--- config.mk ---
export PLATFORM = sky130hd
export DESIGN_NAME = outlier_weight_encoder_flat
export DESIGN_NICKNAME = d
export VERILOG_FILES = /design/src/rtl/outlier_pkg.sv /design/src/rtl/outlier_weight_encoder_if.sv /design/src/rtl/lane_prio_enc.sv /design/src/rtl/outlier_weight_encoder.sv /design/src/flat_wrapper.sv
export SDC_FILE = /design/constraint.sdc
export NUM_CORES = 1
export LEC_CHECK = 0
export CAP_MARGIN = 10
export CORE_UTILIZATION = 49
export CTS_BUF_LIST = sky130_fd_sc_hd__clkbuf_8
export DETAILED_ROUTE_END_ITERATION = 6
export PLACE_DENSITY_LB_ADDON = 0.2
export SYNTH_ARGS = -nofsm -noshare
export SYNTH_HDL_FRONTEND = slang
export SYNTH_SLANG_ARGS = --single-unit
--- constraint.sdc ---
create_clock -name clk -period 4.2 [get_ports clk]
set_input_delay 0.63 -clock clk [delete_from_list [all_inputs] [get_ports clk]]
set_output_delay 0.63 -clock clk [all_outputs]
set_load 0.02 [all_outputs]
--- src/rtl/outlier_pkg.sv ---
// Shared lane geometry and types for the outlier weight encoder and unpacker.
// Field offsets describe the addr side channel: {outlier lane, donor lane}.
package outlier_pkg;

    localparam int LANES           = 8;
    localparam int LANE_W          = 8;
    localparam int NIB_W           = 4;
    localparam int ADDR_W          = 3;
    localparam int OUT_FIELD_LSB   = 3;
    localparam int DONOR_FIELD_LSB = 0;

    typedef logic [LANES-1:0]       lane_mask_t;
    typedef logic [ADDR_W-1:0]      lane_idx_t;
    typedef logic [LANES*NIB_W-1:0] nib_vec_t;

    typedef struct packed {
        lane_mask_t out_mask;
        lane_mask_t zero_mask;
        nib_vec_t   hi;
        nib_vec_t   lo;
    } s1_t;

    function automatic logic [3:0] popcnt(lane_mask_t m);
        logic [3:0] c;
        c = '0;
        for (int k = 0; k < LANES; k++) begin
            c = c + 4'(m[k]);
        end
        return c;
    endfunction

endpackage

--- src/rtl/outlier_weight_encoder_if.sv ---
// Weight-in / packed-out valid/ready bundle of the outlier weight encoder.
// master drives weights and consumes packed beats; slave is the encoder.
interface outlier_weight_encoder_if;
    import outlier_pkg::*;

    logic                    in_valid;
    logic                    in_ready;
    logic [LANES*LANE_W-1:0] w_i;
    logic                    out_valid;
    logic                    out_ready;
    nib_vec_t                w_o;
    logic                    sel_o;
    logic [2*ADDR_W-1:0]     addr_o;
    logic                    err_multi_o;
    logic                    err_nodonor_o;

    modport master (
        output in_valid, w_i, out_ready,
        input  in_ready, out_valid, w_o, sel_o, addr_o,
        input  err_multi_o, err_nodonor_o
    );

    modport slave (
        input  in_valid, w_i, out_ready,
        output in_ready, out_valid, w_o, sel_o, addr_o,
        output err_multi_o, err_nodonor_o
    );

endinterface

--- src/rtl/lane_prio_enc.sv ---
// Lane-mask priority encoder: index of the lowest (HIGH=0) or highest
// (HIGH=1) set bit, plus a found flag.
module lane_prio_enc
    import outlier_pkg::*;
#(
    parameter bit HIGH = 1'b0
) (
    input  lane_mask_t mask_i,
    output lane_idx_t  idx_o,
    output logic       found_o
);

    always_comb begin
        idx_o   = '0;
        found_o = |mask_i;
        if (HIGH) begin
            for (int k = 0; k < LANES; k++) begin
                if (mask_i[k]) idx_o = lane_idx_t'(k);
            end
        end else begin
            for (int k = LANES - 1; k >= 0; k--) begin
                if (mask_i[k]) idx_o = lane_idx_t'(k);
            end
        end
    end

endmodule

--- src/rtl/outlier_weight_encoder.sv ---
// Two-stage encoder packing 8x8-bit weights into 8x4-bit lanes + sel/addr.
// Optional statistics counters are built when OUTLIER_ENC_STATS_EN is defined.
module outlier_weight_encoder
    import outlier_pkg::*;
#(
    parameter int CNT_W      = 16,
    parameter int DONOR_HIGH = 0
) (
    input  logic                  clk,
    input  logic                  rst_n,
    outlier_weight_encoder_if.slave bus,
    input  logic                  stat_clr,
    output logic [CNT_W-1:0]      outlier_cnt_o,
    output logic [CNT_W-1:0]      err_cnt_o
);

    logic s1_valid_q;
    s1_t  s1_q, s1_d;
    logic s2_adv, s1_adv;

    logic                out_valid_q;
    nib_vec_t            w_q, w_d;
    logic                sel_q, sel_d;
    logic [2*ADDR_W-1:0] addr_q, addr_d;
    logic                multi_q, multi_d;
    logic                nodonor_q, nodonor_d;

    assign s2_adv      = !out_valid_q || bus.out_ready;
    assign s1_adv      = s2_adv || !s1_valid_q;
    assign bus.in_ready = !s1_valid_q || s2_adv;

    always_comb begin
        s1_d = '0;
        for (int k = 0; k < LANES; k++) begin
            s1_d.out_mask[k]  = |bus.w_i[LANE_W*k+NIB_W +: NIB_W];
            s1_d.zero_mask[k] = bus.w_i[LANE_W*k +: LANE_W] == '0;
            s1_d.hi[NIB_W*k +: NIB_W] = bus.w_i[LANE_W*k+NIB_W +: NIB_W];
            s1_d.lo[NIB_W*k +: NIB_W] = bus.w_i[LANE_W*k +: NIB_W];
        end
    end

    always_ff @(posedge clk or negedge rst_n) begin
        if (!rst_n) begin
            s1_valid_q <= 1'b0;
            s1_q       <= '0;
        end else if (s1_adv) begin
            s1_valid_q <= bus.in_valid;
            if (bus.in_valid) s1_q <= s1_d;
        end
    end

    lane_idx_t o_idx, d_idx;
    logic      o_found, d_found;

    lane_prio_enc #(.HIGH(1'b0)) u_out_enc (
        .mask_i  (s1_q.out_mask),
        .idx_o   (o_idx),
        .found_o (o_found)
    );

    lane_prio_enc #(.HIGH(DONOR_HIGH != 0)) u_donor_enc (
        .mask_i  (s1_q.zero_mask),
        .idx_o   (d_idx),
        .found_o (d_found)
    );

    logic [NIB_W-1:0] hi_sel;

    // Donor lane is all-zero, so o != d and lane o keeps its low nibble.
    always_comb begin
        hi_sel    = '0;
        w_d       = s1_q.lo;
        sel_d     = 1'b0;
        addr_d    = '0;
        multi_d   = popcnt(s1_q.out_mask) > 4'd1;
        nodonor_d = o_found && !d_found;
        for (int k = 0; k < LANES; k++) begin
            if (lane_idx_t'(k) == o_idx) hi_sel = s1_q.hi[NIB_W*k +: NIB_W];
        end
        if (o_found && d_found) begin
            sel_d = 1'b1;
            addr_d[OUT_FIELD_LSB +: ADDR_W]   = o_idx;
            addr_d[DONOR_FIELD_LSB +: ADDR_W] = d_idx;
            for (int k = 0; k < LANES; k++) begin
                if (lane_idx_t'(k) == d_idx) w_d[NIB_W*k +: NIB_W] = hi_sel;
            end
        end
    end

    always_ff @(posedge clk or negedge rst_n) begin
        if (!rst_n) begin
            out_valid_q <= 1'b0;
            w_q         <= '0;
            sel_q       <= 1'b0;
            addr_q      <= '0;
            multi_q     <= 1'b0;
            nodonor_q   <= 1'b0;
        end else if (s2_adv) begin
            out_valid_q <= s1_valid_q;
            if (s1_valid_q) begin
                w_q       <= w_d;
                sel_q     <= sel_d;
                addr_q    <= addr_d;
                multi_q   <= multi_d;
                nodonor_q <= nodonor_d;
            end
        end
    end

    assign bus.out_valid     = out_valid_q;
    assign bus.w_o           = w_q;
    assign bus.sel_o         = sel_q;
    assign bus.addr_o        = addr_q;
    assign bus.err_multi_o   = multi_q && out_valid_q;
    assign bus.err_nodonor_o = nodonor_q && out_valid_q;

`ifdef OUTLIER_ENC_STATS_EN
    logic [CNT_W-1:0] ocnt_q, ecnt_q;
    logic             xfer;

    assign xfer = out_valid_q && bus.out_ready;

    always_ff @(posedge clk or negedge rst_n) begin
        if (!rst_n) begin
            ocnt_q <= '0;
            ecnt_q <= '0;
        end else if (stat_clr) begin
            ocnt_q <= '0;
            ecnt_q <= '0;
        end else if (xfer) begin
            if (sel_q && !(&ocnt_q)) ocnt_q <= ocnt_q + CNT_W'(1);
            if ((multi_q || nodonor_q) && !(&ecnt_q)) begin
                ecnt_q <= ecnt_q + CNT_W'(1);
            end
        end
    end

    assign outlier_cnt_o = ocnt_q;
    assign err_cnt_o     = ecnt_q;
`else
    logic stats_unused;
    assign stats_unused  = stat_clr;
    assign outlier_cnt_o = '0;
    assign err_cnt_o     = '0;
`endif

endmodule

--- src/flat_wrapper.sv ---
// flat-port wrapper written by rule: the top's interface ports become plain ports
module outlier_weight_encoder_flat import outlier_pkg::*;
#(
    parameter int CNT_W      = 16,
    parameter int DONOR_HIGH = 0
)
  (clk, rst_n, stat_clr, outlier_cnt_o, err_cnt_o, bus_in_valid, bus_w_i, bus_out_ready, bus_in_ready, bus_out_valid, bus_w_o, bus_sel_o, bus_addr_o, bus_err_multi_o, bus_err_nodonor_o);
  outlier_weight_encoder_if bus_i ();
  input  logic clk;
  input  logic rst_n;
  input  logic stat_clr;
  output logic [CNT_W-1:0] outlier_cnt_o;
  output logic [CNT_W-1:0] err_cnt_o;
  input wire logic [$bits(bus_i.in_valid)-1:0] bus_in_valid;
  input wire logic [$bits(bus_i.w_i)-1:0] bus_w_i;
  input wire logic [$bits(bus_i.out_ready)-1:0] bus_out_ready;
  output wire logic [$bits(bus_i.in_ready)-1:0] bus_in_ready;
  output wire logic [$bits(bus_i.out_valid)-1:0] bus_out_valid;
  output wire logic [$bits(bus_i.w_o)-1:0] bus_w_o;
  output wire logic [$bits(bus_i.sel_o)-1:0] bus_sel_o;
  output wire logic [$bits(bus_i.addr_o)-1:0] bus_addr_o;
  output wire logic [$bits(bus_i.err_multi_o)-1:0] bus_err_multi_o;
  output wire logic [$bits(bus_i.err_nodonor_o)-1:0] bus_err_nodonor_o;
  assign bus_i.in_valid = bus_in_valid;
  assign bus_i.w_i = bus_w_i;
  assign bus_i.out_ready = bus_out_ready;
  assign bus_in_ready = bus_i.in_ready;
  assign bus_out_valid = bus_i.out_valid;
  assign bus_w_o = bus_i.w_o;
  assign bus_sel_o = bus_i.sel_o;
  assign bus_addr_o = bus_i.addr_o;
  assign bus_err_multi_o = bus_i.err_multi_o;
  assign bus_err_nodonor_o = bus_i.err_nodonor_o;
  outlier_weight_encoder #(.CNT_W(CNT_W), .DONOR_HIGH(DONOR_HIGH)) u_core (.clk(clk), .rst_n(rst_n), .bus(bus_i), .stat_clr(stat_clr), .outlier_cnt_o(outlier_cnt_o), .err_cnt_o(err_cnt_o));
endmodule
==> results of run 1 <==
## cell usage after synthesis, types with 9 or more instances
cell,number
a21oi_1,16
a2bb2oi_1,13
and3_1,9
buf_4,32
clkbuf_1,14
dfrtp_1,123
inv_1,15
mux2_2,64
nand2_1,61
nand3_1,17
nor2_1,14
nor4_1,19
o21ai_0,42
o31ai_1,10
## logic make-up (layout without fill, tap and decap cells)
| logic type | count (synthesis) | in the layout | share of synthesized area |
|---|---|---|---|
| adder cells (fa/ha/maj) | 8 | 8 | 0.0215 |
| multiplexers | 72 | 72 | 0.132 |
| AND/OR/NAND/NOR | 144 | 144 | 0.119 |
| flip-flops | 123 | 123 | 0.508 |
| buffers and inverters | 72 | 163 | 0.0663 |
| AO/OA/AOI/OAI | 127 | 127 | 0.152 |
| other | 1 | 32 | 0.000619 |
## report_power, final
| part | switching [mW] | internal [mW] |
|---|---|---|
| Clock | 0.470 | 0.732 |
| Combinational | 0.458 | 0.410 |
| Sequential | 0.126 | 1.36 |
| Total | 1.05 | 2.50 |
## placed cells by master, fill, tap and decap left out, types with 9 or more instances in the layout
master,n
a21oi_1,16
nor4_1,19
dfrtp_1,123
o31ai_1,10
mux2_2,64
nand3_1,17
inv_1,16
nand2_1,60
a2bb2oi_1,13
and3_1,9
o21ai_0,42
clkdlybuf4s50_1,109
conb_1,32
clkbuf_8,19
nor2_1,14
## final timing paths
kind | depth (start not counted) | end | slack [ns]
max in group asynchronous | 2 | u_core.s1_q[24]$_DFFE_PN0P_ | 2.97
setup / recovery | 10 | u_core.multi_q$_DFFE_PN0P_ | 0.94
hold / removal | 1 | u_core.s1_q[18]$_DFFE_PN0P_ | 0.31
min in group clk | 1 | u_core.bus.sel_o$_DFFE_PN0P_ | 0.49
setup reg to reg | 10 | u_core.multi_q$_DFFE_PN0P_ | 0.94
hold reg to reg | 1 | u_core.bus.sel_o$_DFFE_PN0P_ | 0.49
## critical path: cells and delay by family (launching register included)
family / cells / cell delay (ns)
AO/OA/AOI/OAI: 1 / 0.09
adder cells (fa/ha/maj): 5 / 2.19
flip-flops: 1 / 0.49
AND/OR/NAND/NOR: 1 / 0.11
buffers and inverters: 3 / 0.26
## area by class of cell
| type | count | area [um2] | area share |
|---|---|---|---|
| Sequential cell | 123 | 3080 | 0.404 |
| Multi-Input combinational cell | 383 | 2700 | 0.354 |
| Timing Repair Buffer | 115 | 1140 | 0.149 |
| Clock buffer | 19 | 262 | 0.0343 |
| Clock inverter | 13 | 198 | 0.0260 |
| Tap cell | 147 | 184 | 0.0241 |
| Inverter | 16 | 61.3 | 0.00805 |
## routing by layer
layer  track usage  part of all wire  vias up
li1              -                 -     2150
met1         0.334              0.44     2277
met2         0.407              0.49      163
met3        0.0520             0.056       15
met4        0.0737             0.011        0
met5             0                 0        -
## sequential cells by signal, summed over array words and instances, names as in the netlist
| register | flops |
|---|---|
| u_core.bus.out_valid | 1 |
| u_core.bus.addr_o | 6 |
| u_core.multi_q | 1 |
| u_core.s1_q | 80 |
| u_core.bus.w_o | 32 |
| u_core.bus.sel_o | 1 |
| u_core.nodonor_q | 1 |
| u_core.s1_valid_q | 1 |
## per-stage QoR
stage	utilization	instance area, um2	total power, mW	setup WS (ns)
floorplan	-	6170	2.01	1.17
global placement	0.596	7160	2.34	1.06
detailed placement	0.596	7160	2.38	0.984
CTS	0.634	7620	3.58	0.956
global route	0.634	7620	3.73	0.789
finish	0.634	7620	3.56	0.944
==> results.yml, run 1 <==
timing:
  slew_violations: 0
  hold_violations: 0
  grt_setup_unrepaired: "no"
  finalSetupViolations: 0
  tightest_slew_ns: 1.14
  timing.final.crit_share: 0.775
  whs_ns: 0.312
  final.setup.tns_ns: 0
  skew_ns: 0.0126
  fin_crit_ns: 3.26
  max-slew-margin-rel: 0.238
  fmax_mhz: 307
power:
  ir_drop_mv: 0.190
  powerDensity_nw_per_um2: 467
  p_leak_nw: 3.26
layout:
  finalNonFillerCells: 816
  filler_cell_count: 996
  nets: 733
  drive_gt1_frac: 0.172
  syn_to_final_growth_pct: 25.8
  antennaDiodeCount: 0
floorplan:
  start_util: 0.504
  row_count: 40
  coreArea_um2: 12000
  io_pins: 144
  die_h_um: 113
  die_w_um: 113
  die_area_um2: 12800
global_routing:
  first_global_vias: 4633
  grt_max_degree: 97
  antenna_found_initial: 0
  gr-total-overflow: 0
  grt_pass1_wl_um: 24200
  grt_use_total: 0.248
synthesis:
  synth_area_per_cell_um2: 11.1
  synth-edff-count: 0
  yosysUniqueCellTypes: 58
  ys.flop_type: "dfrtp_1"
  synth_top_area_share: 0.508
  synth_top_cell_by_area: "dfrtp_1"
  async_flop_share: 1.00
  ys_seq_area_frac: 0.508
  syn_area_um2: 6050
  syn_inst: 547
  yosys_warnings: 0
  synth_seq_cells: 123
  synth.area.top_cells: "dfrtp_1 51%, mux2_2 12%, buf_4 4.0%, nand2_1 3.8%, o21ai_0 3.5%"
placement:
  post-place-cells: 784
  place.gp.congestion: 0.904
  dp_hpwl_um: 10800
  portBuffers: 110
drt:
  first_pass_iters: 5
  vias: 4605
  wl_per_cell_um: 18.1
  drc_errors: 0
  postRouteAntennaNets: 0
  viasPerCell: 5.64
  drt_wl_total_um: 14800
  first_iter_violations: 309
clock_network:
  htreeDepth: 4
  clk_path_buf_depth: 2
  clkSinkCount: 123
  cts_hold_buf: 0
  cts_tree: "built"
  cts_resized: 0
  cts_root_buf: "clkbuf_8"
  cts_buffers: 17
  clock_latency_ns: 0.44
  postCtsSetupBuffers: 0
  path_clk_slew_ns: 0.07
critical_path:
  cp-start-kind: "flop"
  cp_cell_sequence: "inv_1, ha_1, inv_1, fa_1, fa_1, fa_1, inv_1, fa_1, nor2_1, a21oi_1"
  crit_type: "reg -> reg"
  crit_required_ns: 4.51
  crit_fanout: 6
  max_stage_delay_ns: 0.54
  critPathSlowestCell: "fa_1"
  cp-end-kind: "flop"
  crit_start: "u_core.s1_q[72]$_DFFE_PN0P_"
  r2r_start: "u_core.s1_q[72]$_DFFE_PN0P_"
  cp_common_cell: "fa_1"
  crit_arrival_ns: 3.57
status:
  status: "complete, no violations"
hold_path:
  hold_path.class: "in -> async"
flow_run:
  drv_cap: 0
No activity file was read; power rests on OpenSTA's default activity.
==> run 2, diff against run 1 <==
==> constraint.sdc (replaced) <==
create_clock -name clk -period 3.31 [get_ports clk]
set_input_delay 0.4965 -clock clk [delete_from_list [all_inputs] [get_ports clk]]
set_output_delay 0.4965 -clock clk [all_outputs]
set_load 0.02 [all_outputs]
==> run 2 against run 1 <==
Net effect:
- wire length decreased by 0.78%
- via count increased by 1.6%
- non-clock buffer count increased by 2
- count of clock-buffer cells in the layout decreased by 1
- worst setup slack got worse by 0.74 ns
- cell count increased by 0.25%
- die area unchanged
- clock skew decreased by 0.0019 ns
- clock power increased by 23%
- utilization increased by 0.20 points
- worst hold slack got worse by 0.19 ns
- largest cell class unchanged
- largest power group unchanged
- highest routed layer unchanged
==> results.yml, run 2 (synthesis gave the netlist of run 1 again) <==
timing:
  finalSetupViolations: 0
  fmax_mhz: 322
  setup_ws_ns: 0.209
  skew_ns: 0.0108
  whs_ns: 0.125
  tightest_slew_ns: 0.813
  final.setup.tns_ns: 0
  fin_crit_ns: 3.10
  slew_violations: 0
  grt_setup_unrepaired: "no"
  max-slew-margin-rel: 0.458
  hold_violations: 0
  timing.final.crit_share: 0.937
drt:
  viasPerCell: 5.72
  drc_errors: 0
  first_iter_violations: 330
  wl_per_cell_um: 18.0
  first_pass_iters: 5
  postRouteAntennaNets: 0
  drt_wl_total_um: 14700
  vias: 4680
floorplan:
  die_area_um2: 12800
  die_w_um: 113
  die_h_um: 113
  io_pins: 144
  start_util: 0.504
  coreArea_um2: 12000
  row_count: 40
critical_path:
  crit_required_ns: 3.63
  cp-end-kind: "flop"
  crit_arrival_ns: 3.42
  crit_fanout: 6
  crit_type: "reg -> reg"
  cp-start-kind: "flop"
clock_network:
  clkSinkCount: 123
  postCtsSetupBuffers: 0
  clock_latency_ns: 0.44
  cts_hold_buf: 0
  cts_tree: "built"
  path_clk_slew_ns: 0.07
  clk_path_buf_depth: 2
  cts_resized: 0
  cts_buffers: 17
  htreeDepth: 4
  cts_root_buf: "clkbuf_8"
power:
  p_comb_frac: 0.249
  p_leak_nw: 3.26
  p_switching_mw: 1.37
  pwr-share-seq: 0.421
  p_clk_frac: 0.330
  p_sw_frac: 0.307
  ir_drop_mv: 0.255
  powerDensity_nw_per_um2: 584
  p_int_mw: 3.09
layout:
  regArea_um2: 3080
  antennaDiodeCount: 0
  layout_commonest_cell: "dfrtp_1"
  nets: 735
  syn_to_final_growth_pct: 26.2
  regMostFlops: "u_core.s1_q"
  largest_register_ffs: 80
  drive_gt1_frac: 0.176
  finalNonFillerCells: 818
  filler_cell_count: 981
  stdcell_area_um2: 7640
  final_cell_mix: "123 x dfrtp_1, 109 x clkdlybuf4s50_1, 64 x mux2_2"
  multi_input_area_um2: 2700
global_routing:
  first_global_vias: 4706
  gr-total-overflow: 0
  grt_use_total: 0.245
  grt_max_degree: 68
  grt_pass1_wl_um: 24000
  antenna_found_initial: 0
placement:
  dpl_cell_area_um2: 7200
  place_ws_ns: 0.241
  place.gp.congestion: 0.881
  dp_hpwl_um: 10600
  post-place-cells: 786
  portBuffers: 110
status:
  status: "complete, no violations"
flow_run:
  drv_cap: 0
hold_path:
  hold_path.class: "in -> async"
## run 2: cell count changes in the layout (fill, tap and decap cells not counted)
| cell | change |
|---|---|
| bufinv_16 | -1 |
| buf_12 | +2 |
| clkinvlp_4 | +2 |
| inv_6 | +1 |
| clkinv_4 | +2 |
| clkinv_2 | -2 |
| clkbuf_8 | -1 |
| inv_1 | -1 |
## run 2: power groups by stage
stage	logic [mW]	clock network (mW)	registers [mW]
CTS	1.11	1.49	1.88
global route	1.21	1.57	1.90
floorplan	0.581	0	1.96
finish	1.11	1.47	1.88
detailed placement	1.11	0	1.90
global placement	1.08	0	1.89
## run 2: per-stage QoR
| step | total power, mW | util |
|---|---|---|
| 5_1_grt | 4.68 | 0.636 |
| 4_1_cts | 4.48 | 0.636 |
| 6_report | 4.46 | 0.636 |
| 3_5_place_dp | 3.01 | 0.599 |
| 2_1_floorplan | 2.55 | - |
| 3_3_place_gp | 2.98 | 0.599 |
## run 2: final cells by class
type / count / share of cell area
flip-flops and latches: 123 / 0.403
well taps: 147 / 0.0241
clock buffers: 18 / 0.0324
inverters: 16 / 0.00802
repair buffers: 117 / 0.154
clock inverters: 14 / 0.0255
multi-input cells: 383 / 0.353
## run 2: path summary, 6_finish.rpt
check	start	end	slack, ns	cells past startpoint
setup / recovery	u_core.s1_q[73]$_DFFE_PN0P_	u_core.multi_q$_DFFE_PN0P_	0.21	10
hold / removal	rst_n	u_core.multi_q$_DFFE_PN0P_	0.12	1
setup reg to reg	u_core.s1_q[73]$_DFFE_PN0P_	u_core.multi_q$_DFFE_PN0P_	0.21	10
hold reg to reg	u_core.bus.sel_o$_DFFE_PN0P_	u_core.bus.sel_o$_DFFE_PN0P_	0.49	1
max in group asynchronous	rst_n	u_core.bus.addr_o[3]$_DFFE_PN0P_	2.38	2
min in group clk	u_core.bus.sel_o$_DFFE_PN0P_	u_core.bus.sel_o$_DFFE_PN0P_	0.49	1
## run 2: worst max-delay path, cell delays in order, from the launching register on
cell and delay, ns:
dfrtp_1 0.46, inv_1 0.07, ha_1 0.28, inv_1 0.05, fa_1 0.50, fa_1 0.52, fa_1 0.42, inv_1 0.09
fa_1 0.41, nor2_1 0.11, a21oi_1 0.08
## run 2: routing by layer
layer / GRT usage / wire, um / vias to the layer above
met2: 0.387 / 6930 / 197
met1: 0.334 / 6650 / 2307
met4: 0.102 / 277 / 0
met5: 0 / 0 / -
met3: 0.0482 / 830 / 25
li1: - / - / 2151
==> run 3, diff against run 2 <==
--- a/config.mk
+++ b/config.mk
@@ -10,6 +10,7 @@
 export CTS_BUF_LIST = sky130_fd_sc_hd__clkbuf_8
 export DETAILED_ROUTE_END_ITERATION = 6
 export PLACE_DENSITY_LB_ADDON = 0.2
+export SETUP_SLACK_MARGIN = 0.15
 export SYNTH_ARGS = -nofsm -noshare
 export SYNTH_HDL_FRONTEND = slang
 export SYNTH_SLANG_ARGS = --single-unit
==> run 3 against run 2 <==
Net effect:
- die area unchanged
- wire length down 0.12%
- maximum frequency up 2.6%
- non-clock buffer count up 2
- worst hold slack better by 0.0023 ns
- cell area up 0.21%
- critical path depth unchanged
- cell count up 0.24%
- first-iteration DRC count up 5.8%
- clock skew up 0.0011 ns
- sequential share of layout area down 0.069 points
==> results.yml, run 3 (synthesis gave the netlist of run 1 again) <==
layout:
  layout_commonest_cell: "dfrtp_1"
  nets: 737
  final_cell_mix: "122 x dfrtp_1, 109 x clkdlybuf4s50_1, 64 x mux2_2"
  syn_to_final_growth_pct: 26.5
  largest_register_ffs: 80
  finalNonFillerCells: 820
  antennaDiodeCount: 0
  filler_cell_count: 975
  stdcell_area_um2: 7660
  drive_gt1_frac: 0.180
  regMostFlops: "u_core.s1_q"
placement:
  dpl_cell_area_um2: 7200
  post-place-cells: 786
  place.gp.congestion: 0.881
  dp_hpwl_um: 10600
  portBuffers: 110
floorplan:
  die_h_um: 113
  coreArea_um2: 12000
  die_w_um: 113
  io_pins: 144
  start_util: 0.504
  row_count: 40
  die_area_um2: 12800
drt:
  drc_errors: 0
  vias: 4685
  first_pass_iters: 5
  postRouteAntennaNets: 0
  first_iter_violations: 349
  drt_wl_total_um: 14700
  viasPerCell: 5.71
  wl_per_cell_um: 17.9
timing:
  timing.final.crit_share: 0.913
  hold_violations: 0
  fin_crit_ns: 3.02
  skew_ns: 0.0118
  max-slew-margin-rel: 0.452
  finalSetupViolations: 0
  grt_setup_unrepaired: "no"
  final.setup.tns_ns: 0
  tightest_slew_ns: 0.821
  fmax_mhz: 331
  slew_violations: 0
  whs_ns: 0.127
critical_path:
  crit_type: "reg -> reg"
  crit_arrival_ns: 3.34
  r2r_start: "u_core.s1_q[73]$_DFFE_PN0P_"
  worst_r2r_endpoint: "u_core.multi_q$_DFFE_PN0P_"
  regToRegSetupSlack_ns: 0.29
  crit_required_ns: 3.63
  rr_worst_depth: 10
  crit_fanout: 5
  worst-path-buf-inv: 3
  cp_cell_sequence: "inv_1, ha_1, inv_1, fa_1, fa_1, fa_1, inv_1, fa_1, nor2_1, a21oi_1"
  cp-start-kind: "flop"
  cp-end-kind: "flop"
  cp_common_cell: "fa_1"
  max_stage_delay_ns: 0.52
  crit_family: "adder cells"
  critPathSlowestCell: "fa_1"
clock_network:
  cts_buffers: 17
  cts_root_buf: "clkbuf_8"
  cts_tree: "built"
  path_clk_slew_ns: 0.07
  clk_path_buf_depth: 2
  clkSinkCount: 123
  cts_hold_buf: 0
  htreeDepth: 4
  clock_latency_ns: 0.44
global_routing:
  first_global_vias: 4706
  grt_max_degree: 68
  grt_use_total: 0.245
  gr-total-overflow: 0
  grt_pass1_wl_um: 24000
  antenna_found_initial: 0
flow_run:
  drv_cap: 0
power:
  powerDensity_nw_per_um2: 583
  ir_drop_mv: 0.257
  p_leak_nw: 3.27
  p_total_mw: 4.47
hold_path:
  hold_path.class: "in -> async"
status:
  status: "complete, no violations"
## run 3: changes by cell type in the layout (fill, tap and decap cells not counted), sizes merged
| cell | previous run | this run |
|---|---|---|
| buf | 8 | 10 |
## run 3: power by group
group | internal (mW) | leakage, nW | switching [mW] | total (mW)
Combinational | 0.528 | 1.58 | 0.589 | 1.12
Sequential | 1.72 | 1.48 | 0.152 | 1.88
Clock | 0.842 | 0.211 | 0.630 | 1.47
## run 3: worst max path at each step
stage	start	endpoint	slack [ns]	cells after the start
after detailed placement	u_core.s1_q[73]$_DFFE_PN0P_	u_core.multi_q$_DFFE_PN0P_	0.24	10
after floorplan	u_core.s1_q[72]$_DFFE_PN0P_	u_core.multi_q$_DFFE_PN0P_	0.28	10
final	u_core.s1_q[73]$_DFFE_PN0P_	u_core.multi_q$_DFFE_PN0P_	0.29	10
after CTS	u_core.s1_q[73]$_DFFE_PN0P_	u_core.multi_q$_DFFE_PN0P_	0.22	10
after global routing	u_core.s1_q[73]$_DFFE_PN0P_	u_core.multi_q$_DFFE_PN0P_	0.17	10
after global placement	u_core.s1_q[73]$_DFFE_PN0P_	u_core.multi_q$_DFFE_PN0P_	0.29	10
## run 3: layer usage
layer	vias up	part of all wire	track usage	wire length, um
met2	188	0.48	0.387	6970
met3	25	0.053	0.0482	780
met5	-	0	0	0
met4	0	0.019	0.102	279
li1	2157	-	-	-
met1	2315	0.45	0.334	6640
## run 3: area by class of cell
| cell class | count | area [um2] | share of cell area |
|---|---|---|---|
| flip-flops and latches | 123 | 3080 | 0.402 |
| multi-input cells | 383 | 2700 | 0.352 |
| repair buffers | 119 | 1190 | 0.156 |
| clock buffers | 18 | 248 | 0.0324 |
| clock inverters | 14 | 195 | 0.0255 |
| well taps | 147 | 184 | 0.0240 |
| inverters | 16 | 61.3 | 0.00801 |
## run 3: repair_timing
| action | 4_1_cts | 5_1_grt |
|---|---|---|
| setup endpoints to repair | 0 | 1 |
| hold endpoints to repair | 0 | 0 |
| gates resized for setup | 0 | 1 |
| buffers inserted | 0 | 2 |
## run 3: worst register-to-register path: stages, from the launching register on
cell and delay (ns):
dfrtp_2 0.41, inv_1 0.05, ha_1 0.27, inv_1 0.05, fa_1 0.50, fa_1 0.52, fa_1 0.42, inv_1 0.09
fa_1 0.41, nor2_1 0.11, a21oi_1 0.08
## run 3: per-stage QoR
| stage | utilization | worst slack [ns] |
|---|---|---|
| after CTS | 0.636 | 0.223 |
| final | 0.638 | 0.287 |
| after detailed placement | 0.599 | 0.241 |
| after floorplan | - | 0.276 |
| after global placement | 0.599 | 0.294 |
| after global routing | 0.638 | 0.169 |
